<file path="config.mk">
export PLATFORM = sky130hd
export DESIGN_NAME = gamepad_reader
export DESIGN_NICKNAME = d
export VERILOG_FILES = /design/src/rtl/gamepad_reader_pkg.sv /design/src/rtl/gamepad_reader_pad_sync.sv /design/src/rtl/gamepad_reader.sv
export SDC_FILE = /design/constraint.sdc
export NUM_CORES = 1
export LEC_CHECK = 0
export ABC_AREA = 1
export BUFFER_PORTS_ARGS = -buffer_cell sky130_fd_sc_hd__buf_2
export CAP_MARGIN = 30
export CORE_MARGIN = 5
export CORE_UTILIZATION = 60
export DETAILED_ROUTE_END_ITERATION = 8
export PLACE_DENSITY_LB_ADDON = 0.08
export SLEW_MARGIN = 0
export SYNTH_ARGS = -nofsm -noshare
export SYNTH_HDL_FRONTEND = slang
export SYNTH_HIERARCHICAL = 1
export SYNTH_SLANG_ARGS = --single-unit
</file>
<file path="constraint.sdc">
create_clock -name clk -period 2.3 [get_ports clk]
set_clock_uncertainty 0.15 [all_clocks]
set_input_delay 0.115 -clock clk [delete_from_list [all_inputs] [get_ports clk]]
set_output_delay 0.115 -clock clk [all_outputs]
set_load 0.005 [all_outputs]
</file>
<file path="src/rtl/gamepad_reader_pkg.sv">
// Shared definitions for the serial gamepad poller: FSM states and frame timing.
package gamepad_reader_pkg;

  typedef enum logic [2:0] {
    ST_IDLE,
    ST_LATCH,
    ST_WAIT_LO,
    ST_CLK_HI,
    ST_DONE
  } state_e;

  localparam int unsigned NUM_BUTTONS  = 8;
  localparam int unsigned LATCH_HALVES = 2;
  // LATCH (2) + eight pad_clk low phases (8) + seven high phases (7)
  localparam int unsigned FRAME_HALVES = 17;

  function automatic int unsigned frame_len(input int unsigned half);
    return FRAME_HALVES * half;
  endfunction

endpackage

</file>
<file path="src/rtl/gamepad_reader_pad_sync.sv">
// Two-flop synchroniser for an asynchronous pad input (pad_data, gun_data).
module pad_sync #(
  parameter bit RESET_VAL = 1'b0
) (
  input  logic clk,
  input  logic reset,
  input  logic async_i,
  output logic sync_o
);

  logic [1:0] sync_q;

  always_ff @(posedge clk or negedge reset) begin
    if (!reset) sync_q <= {2{RESET_VAL}};
    else        sync_q <= {sync_q[0], async_i};
  end

  assign sync_o = sync_q[1];

endmodule

</file>
<file path="src/rtl/gamepad_reader.sv">
// Polls a latch/clock/data game controller and presents an atomic 8-button
// snapshot to the core, raising a level interrupt when the snapshot changes.
module gamepad_reader
  import gamepad_reader_pkg::*;
#(
  parameter int unsigned HALF           = 300,
  parameter int unsigned POLL           = 400000,
  parameter bit          ACTIVE_LOW_PAD = 1'b1
) (
  input  logic                   clk,
  input  logic                   reset,
  input  logic                   pad_data,
  input  logic                   poll_now,
  input  logic                   irq_ack,
  output logic                   pad_latch,
  output logic                   pad_clk,
  output logic [NUM_BUTTONS-1:0] controller_data,
  output logic                   frame_done,
  output logic                   irq_req
);

  localparam int unsigned PW = (POLL > 1) ? $clog2(POLL) : 1;
  localparam int unsigned TW = $clog2(LATCH_HALVES * HALF);

  state_e                 state_q, state_d;
  logic [PW-1:0]          poll_q, poll_d;
  logic [TW-1:0]          timer_q, timer_d;
  logic [2:0]             idx_q, idx_d;
  logic [NUM_BUTTONS-1:0] shift_q, shift_d;
  logic [NUM_BUTTONS-1:0] data_q, data_d;
  logic                   irq_q, irq_d;

  logic                   pad_s;
  logic                   poll_wrap;
  logic                   timer_last;
  logic [TW-1:0]          timer_lim;

  // Idle line is pulled high, so the synchroniser resets to "released".
  pad_sync #(.RESET_VAL(1'b1)) u_pad_sync (
    .clk     (clk),
    .reset   (reset),
    .async_i (pad_data),
    .sync_o  (pad_s)
  );

  always_ff @(posedge clk or negedge reset) begin
    if (!reset) begin
      state_q <= ST_IDLE;
      poll_q  <= '0;
      timer_q <= '0;
      idx_q   <= '0;
      shift_q <= '0;
      data_q  <= '0;
      irq_q   <= 1'b0;
    end else begin
      state_q <= state_d;
      poll_q  <= poll_d;
      timer_q <= timer_d;
      idx_q   <= idx_d;
      shift_q <= shift_d;
      data_q  <= data_d;
      irq_q   <= irq_d;
    end
  end

  always_comb begin
    state_d    = state_q;
    timer_d    = timer_q;
    idx_d      = idx_q;
    shift_d    = shift_q;
    data_d     = data_q;
    irq_d      = irq_q;

    poll_wrap  = (poll_q == PW'(POLL - 1));
    poll_d     = poll_wrap ? '0 : poll_q + PW'(1);

    timer_lim  = (state_q == ST_LATCH) ? TW'(LATCH_HALVES * HALF - 1) : TW'(HALF - 1);
    timer_last = (timer_q == timer_lim);

    if (irq_ack) irq_d = 1'b0;

    case (state_q)
      ST_IDLE: begin
        timer_d = '0;
        if (poll_wrap || poll_now) state_d = ST_LATCH;
      end
      ST_LATCH: begin
        timer_d = timer_q + TW'(1);
        if (timer_last) begin
          timer_d = '0;
          idx_d   = '0;
          state_d = ST_WAIT_LO;
        end
      end
      ST_WAIT_LO: begin
        timer_d = timer_q + TW'(1);
        if (timer_last) begin
          timer_d        = '0;
          shift_d[idx_q] = pad_s ^ ACTIVE_LOW_PAD;
          state_d        = (idx_q == 3'd7) ? ST_DONE : ST_CLK_HI;
        end
      end
      ST_CLK_HI: begin
        timer_d = timer_q + TW'(1);
        if (timer_last) begin
          timer_d = '0;
          idx_d   = idx_q + 3'd1;
          state_d = ST_WAIT_LO;
        end
      end
      ST_DONE: begin
        // Set takes priority over a coincident acknowledge.
        data_d  = shift_q;
        if (shift_q != data_q) irq_d = 1'b1;
        state_d = ST_IDLE;
      end
      default: state_d = ST_IDLE;
    endcase
  end

  assign pad_latch       = (state_q == ST_LATCH);
  assign pad_clk         = (state_q == ST_CLK_HI);
  assign frame_done      = (state_q == ST_DONE);
  assign controller_data = data_q;
  assign irq_req         = irq_q;

endmodule

</file>
==> results of run 1 <==
==> cell usage after synthesis, drive strengths merged (3+ instances only) <==
master,number
a21oi,6
buf,6
dfrtp,52
ha,4
inv,61
nand2,97
nand3,34
nand4,15
nor2,49
nor3,17
o21ai,14
or2,3
xor2,24
==> state kept, by name (all words and copies together) (netlist names) <==
name,cells
u_pad_sync/sync_q,2
timer_q,10
irq_req,1
poll_q,19
shift_q,8
state_q,3
controller_data,8
idx_q,3
==> how the worst max path moves through the flow <==
stage | slack, ns | end | startpoint | depth (start not counted)
2_1_floorplan | 0.69 | state_q[1] | poll_q[0] | 8
3_3_place_gp | 0.31 | timer_q[9] | state_q[2] | 7
3_5_place_dp | 0.31 | state_q[1] | poll_q[0] | 8
4_1_cts | 0.30 | state_q[1] | poll_q[0] | 8
5_1_grt | 0.07 | state_q[1] | poll_q[0] | 8
6_report | 0.32 | timer_q[9] | state_q[2] | 7
==> stage by stage <==
stage | hold slack [ns] | std cells | power [mW] | setup slack, ns
floorplan | -0.331 | 392 | 0.973 | 0.690
global placement | 0.0705 | 470 | 0.996 | 0.307
detailed placement | 0.0713 | 470 | 0.997 | 0.310
CTS | 0.0658 | 481 | 1.61 | 0.298
global route | 0.124 | 481 | 1.65 | 0.0723
finish | 0.0738 | 481 | 1.59 | 0.316
==> worst reg2reg max path: cells and delay by family, from the launching register on <==
family | cells | cell delay, ns
AND/OR/NAND/NOR | 4 | 0.52
buffers and inverters | 1 | 0.15
AO/OA/AOI/OAI | 2 | 0.46
flip-flops | 1 | 0.60
==> report_power, final <==
part | leakage, nW | switching, mW | internal (mW)
clock network | 0.0579 | 0.294 | 0.321
logic | 0.964 | 0.0189 | 0.00684
registers | 0.714 | 0.00252 | 0.952
==> cells in the final DEF (no fill, tap or decap) <==
cell type,n
nor2_1,45
inv_2,4
ha_1,4
inv_1,56
nor3_1,14
a21oi_2,2
nor2_4,2
xor2_1,24
dfstp_2,2
nor3_2,2
buf_2,16
nand2_1,95
buf_4,2
o21ai_1,7
nor4_1,2
nor2_2,2
nand3_2,2
nand4_1,15
a21oi_1,4
inv_4,1
clkinv_2,2
nand2_2,2
o22ai_1,1
clkbuf_8,5
nand3_1,31
o21ai_0,7
bufinv_16,1
nor3_4,1
dlygate4sd3_1,3
dfrtp_1,52
a2bb2oi_1,1
or2_2,3
nand3_4,1
nand3b_1,2
mux2i_1,1
==> per-layer routing <==
metal	share of wire, %	vias up	wire length (µm)	global-route usage [%]
met2	46	45	2570	31.3
li1	-	1281	-	-
met4	1.1	0	60	5.07
met5	0	-	0	0
met3	4.4	6	249	3.44
met1	49	1096	2770	28.0
==> logic make-up after synthesis <==
| family | count (synthesis) |
|---|---|
| and+or+nand+nor | 219 |
| adders and majority gates | 4 |
| buffers and inverters | 68 |
| AOI/OAI and AO/OA | 22 |
| DFF | 54 |
| xor gates and xnor gates | 24 |
| muxes | 1 |
==> layout make-up <==
cell class	count	area, µm²	share of cell area, %
clock buffers	5	68.8	2.08
repair buffers	21	125	3.78
well taps	67	83.8	2.53
clock inverters	3	40.0	1.21
flip-flops and latches	54	1350	40.9
multi-input cells	270	1410	42.5
inverters	61	231	7.00
==> results.cfg, run 1 <==
[final_layout]
num_antenna_cells = 0
areaGrowthSynthToFinish_pct = 9.17
fin_area_um2 = 3310
nets = 422
layout-drive-gt1-share_pct = 12.1
final_core_util_pct = 68.7
fill_cells = 442

[clocking]
cts_root_buffer = clkbuf_8
clock-sinks = 54
ctsResizeCount = 0
clock_latency_ns = 0.30
cts_hold_buffers = 3
cts_buffers = 5
cts_tree = yes
htreeDepth = 2
clkTransAtPathRegs_ns = 0.09
postCtsSetupBuffers = 0
clk_path_buf_depth = 2

[synth]
synthSimpleGateAreaFrac_pct = 33.4
synth_top_family_by_area = simple AND/OR/NAND/NOR gates
synth_mux_area_share_pct = 0.330
post_synth.cell_area_avg_um2 = 7.73
syn_area_um2 = 3030
synth-compound-area-share_pct = 4.05
ys_types = 32
synth.yosys.warnings = 6
seq_area_frac_synth_pct = 44.7
ys_ff_latch = 54
synth_area_leaders = dfrtp_1 (43%), nand2_1 (12%), inv_1 (6.9%)
async_reset_ff_share_pct = 100
synthAdderAreaFrac_pct = 1.65
synth_top_area_cell = dfrtp_1
synth_edf_count = 0
synth_top_area_share_pct = 42.9
synth_nets = 401
synth_xor_area_share_pct = 6.94
syn_inst = 392
synth_ff_type = dfrtp_1

[power_and_ir_drop]
leakage_nw = 1.74
power_density_nw_per_um2 = 482
ir_drop_v = 0.000362

[timing]
slew_violations = 0
relSlewSlack_pct = 56.3
tightest_slew_ns = 0.655
final-hold-violation-count = 0
fin_crit_ns = 1.98
final.setup.tns_ns = 0
setup_viol = 0
fmax_mhz = 504
rsz0062_at_grt = false
period_share_pct = 86.3

[hold_path]
whs_endpoint = state_q[0]
whs_path_depth = 5
min-delay-start = poll_now
holdCritPathClass = in -> reg

[worst_setup_path]
crit_chain = inv_2, nand2_1, nor2_4, o21ai_1, nand3_1, a21oi_2, nor2_1
end_kind = register
cp_slowest_cell = dfrtp_1
critical_path.startpoint_type = register
cp.arrival_ns = 2.02
cp.buffers_inverters = 1
cp_max_fo = 11
critical_path_class = reg -> reg
path_delay_family = flip-flops
max_stage_delay_ns = 0.60
ff2ff_path_depth = 7
reg2reg_slack_ns = 0.32
r2r_end = timer_q[9]
cp_data_required_time_ns = 2.33
reg2reg_from = state_q[2]

[detailed_routing]
via_count = 2428
drc = 0
drt_iter0_drc = 84
dr.pass1.iters = 4
routed_wl_um = 5650
viasPerCell = 5.05
ant_nets = 0
drt-wirelength-per-cell_um = 11.8

[global_routing]
grt_pass1_vias = 2346
antenna_found_initial = 0
grt_usage_pct = 19.7
grt_pass1_wl_um = 10300
grt_max_degree = 55
overflow = 0

[floorplanning]
die-height_um = 81.1
dieArea_um2 = 6570
pin_count = 17
fp.dieW_um = 81.1
fp.coreArea_um2 = 4820
floorplan.initialDensity_pct = 62.9
rows = 25

[run_status]
status = completed

[placement]
placed_area_um2 = 3170
numPortBuffers = 16
hpwl_um = 4220
globalplace.congestion = 0.838

[job]
max_cap_viol_count = 0
No activity file was read; power rests on OpenSTA's default activity.
==> run 2, diff against run 1 <==
--- a/config.mk
+++ b/config.mk
@@ -8,8 +8,10 @@
 export ABC_AREA = 1
 export BUFFER_PORTS_ARGS = -buffer_cell sky130_fd_sc_hd__buf_2
 export CAP_MARGIN = 30
+export CELL_PAD_IN_SITES_DETAIL_PLACEMENT = 1
+export CELL_PAD_IN_SITES_GLOBAL_PLACEMENT = 1
 export CORE_MARGIN = 5
-export CORE_UTILIZATION = 60
+export CORE_UTILIZATION = 45
 export DETAILED_ROUTE_END_ITERATION = 8
 export PLACE_DENSITY_LB_ADDON = 0.08
 export SLEW_MARGIN = 0
==> run 2 against run 1 <==
Against the previous run:
- critical endpoint is now state_q[1]
- hold slack improved by 0.0018 ns
- sequential share of layout area decreased by 0.47 points
- core utilization decreased by 19 points
- critical path depth increased by 1
- cell area increased by 1.2%
==> results.cfg, run 2 (synthesized netlist as in run 1, its figures left out) <==
[clocking]
cts_tree = yes
clock-sinks = 54
cts_hold_buffers = 3
clk_path_buf_depth = 2
cts_root_buffer = clkbuf_8
cts_buffers = 5
htreeDepth = 2
ctsResizeCount = 0
postCtsSetupBuffers = 0
clkTransAtPathRegs_ns = 0.10
clock_latency_ns = 0.31

[power_and_ir_drop]
leakage_nw = 1.75
ir_drop_v = 0.000286
design_power_total_mw = 1.64
power_density_nw_per_um2 = 489

[detailed_routing]
via_count = 2562
ant_nets = 0
drt-wirelength-per-cell_um = 13.8
viasPerCell = 5.17
dr.pass1.iters = 4
routed_wl_um = 6870
drc = 0
drt_iter0_drc = 88

[timing]
final.setup.tns_ns = 0
setup_viol = 0
rsz0062_at_grt = false
final-hold-violation-count = 0
tightest_slew_ns = 0.686
fin_crit_ns = 1.96
relSlewSlack_pct = 54.3
period_share_pct = 85.0
slew_violations = 0
fmax_mhz = 511

[final_layout]
final_cell_mix = nand2_1 (95), inv_1 (56), dfrtp_1 (52)
layout-drive-gt1-share_pct = 12.3
areaGrowthSynthToFinish_pct = 10.4
largestRegisters = poll_q: 19 flops, timer_q: 10 flops
regMostFlops = poll_q
num_antenna_cells = 0
largest_reg_flops = 19
fin_area_um2 = 3350
nets = 424
fill_cells = 838
layout_commonest_cell = nand2_1

[job]
max_cap_viol_count = 0

[hold_path]
holdCritPathClass = in -> reg

[worst_setup_path]
end_kind = register
reg2reg_slack_ns = 0.34
cp_common_cell = nand2_1
cp_data_required_time_ns = 2.36
max_stage_delay_ns = 0.38
r2r_end = state_q[1]
cp_slowest_cell = dfrtp_1
reg2reg_from = poll_q[0]
cp_max_fo = 9
crit_end = state_q[1]
ff2ff_path_depth = 8
critical_path.startpoint_type = register
crit_chain = ha_1, nand3_2, nor3_2, nand3_1, nand2_1, nand2_1, nand2_1, nand2_1
cp.arrival_ns = 2.02
critical_path_class = reg -> reg
crit_start = poll_q[0]

[global_routing]
overflow = 0
grt_pass1_vias = 2643
grt_max_degree = 55
antenna_found_initial = 0
grt_usage_pct = 17.9
grt_pass1_wl_um = 12400

[placement]
numPortBuffers = 16
hpwl_um = 5230
placed_area_um2 = 3200
globalplace.congestion = 0.838

[floorplanning]
dieArea_um2 = 8480
floorplan.initialDensity_pct = 45.4
fp.coreArea_um2 = 6680
fp.dieW_um = 92.1
pin_count = 17
die-height_um = 92.1
rows = 30

[run_status]
status = completed
run 2: cell types whose count changed in the layout (fill, tap and decap cells not counted):
cell,before,now
clkbuf_1,0,1
clkbuf_8,5,6
buf_4,2,4
clkinv_2,2,0
run 2: per-stage QoR:
stage | hold WS, ns | util [%] | std cells | worst slack [ns]
global route | 0.0718 | 50.1 | 496 | 0.199
finish | 0.0757 | 50.1 | 496 | 0.345
global placement | 0.0719 | 47.9 | 485 | 0.466
detailed placement | 0.0746 | 47.9 | 485 | 0.363
CTS | 0.0497 | 50.1 | 496 | 0.357
floorplan | -0.331 | - | 392 | 0.690
run 2: final cells by class:
cell class / instances / area, µm² / area share, %
Clock buffer: 7 / 86.3 / 2.58
Clock inverter: 1 / 30.0 / 0.897
Inverter: 61 / 231 / 6.92
Sequential cell: 54 / 1350 / 40.4
Tap cell: 80 / 100 / 2.99
Timing Repair Buffer: 23 / 140 / 4.19
Multi-Input combinational cell: 270 / 1410 / 42.0
run 2: how the worst min path moves through the flow:
stage / startpoint / endpoint / depth (start not counted)
2_1_floorplan: reset / controller_data[0] / 0
4_1_cts: poll_now / state_q[1] / 5
6_report: poll_now / state_q[0] / 5
3_3_place_gp: pad_data / u_pad_sync/sync_q[0] / 1
5_1_grt: poll_now / state_q[1] / 5
3_5_place_dp: pad_data / u_pad_sync/sync_q[0] / 1
run 2: power breakdown:
| group | internal, mW | leakage (nW) | switching [mW] |
|---|---|---|---|
| combinational | 0.00685 | 0.975 | 0.0196 |
| sequential | 0.952 | 0.714 | 0.00243 |
| clock | 0.355 | 0.0585 | 0.300 |
run 2: critical path, delay by kind of cell (launching register included):
kind	cells	cell delay (ns)
fa+ha+maj	1	0.21
flops	1	0.38
simple gates	7	1.13
run 2: metal layers:
| layer | global-route usage [%] | up-vias | share of wire [%] |
|---|---|---|---|
| met3 | 3.12 | 8 | 3.7 |
| met1 | 23.9 | 1239 | 48 |
| met4 | 4.46 | 0 | 1.1 |
| li1 | - | 1280 | - |
| met2 | 30.2 | 35 | 47 |
| met5 | 0 | - | 0 |
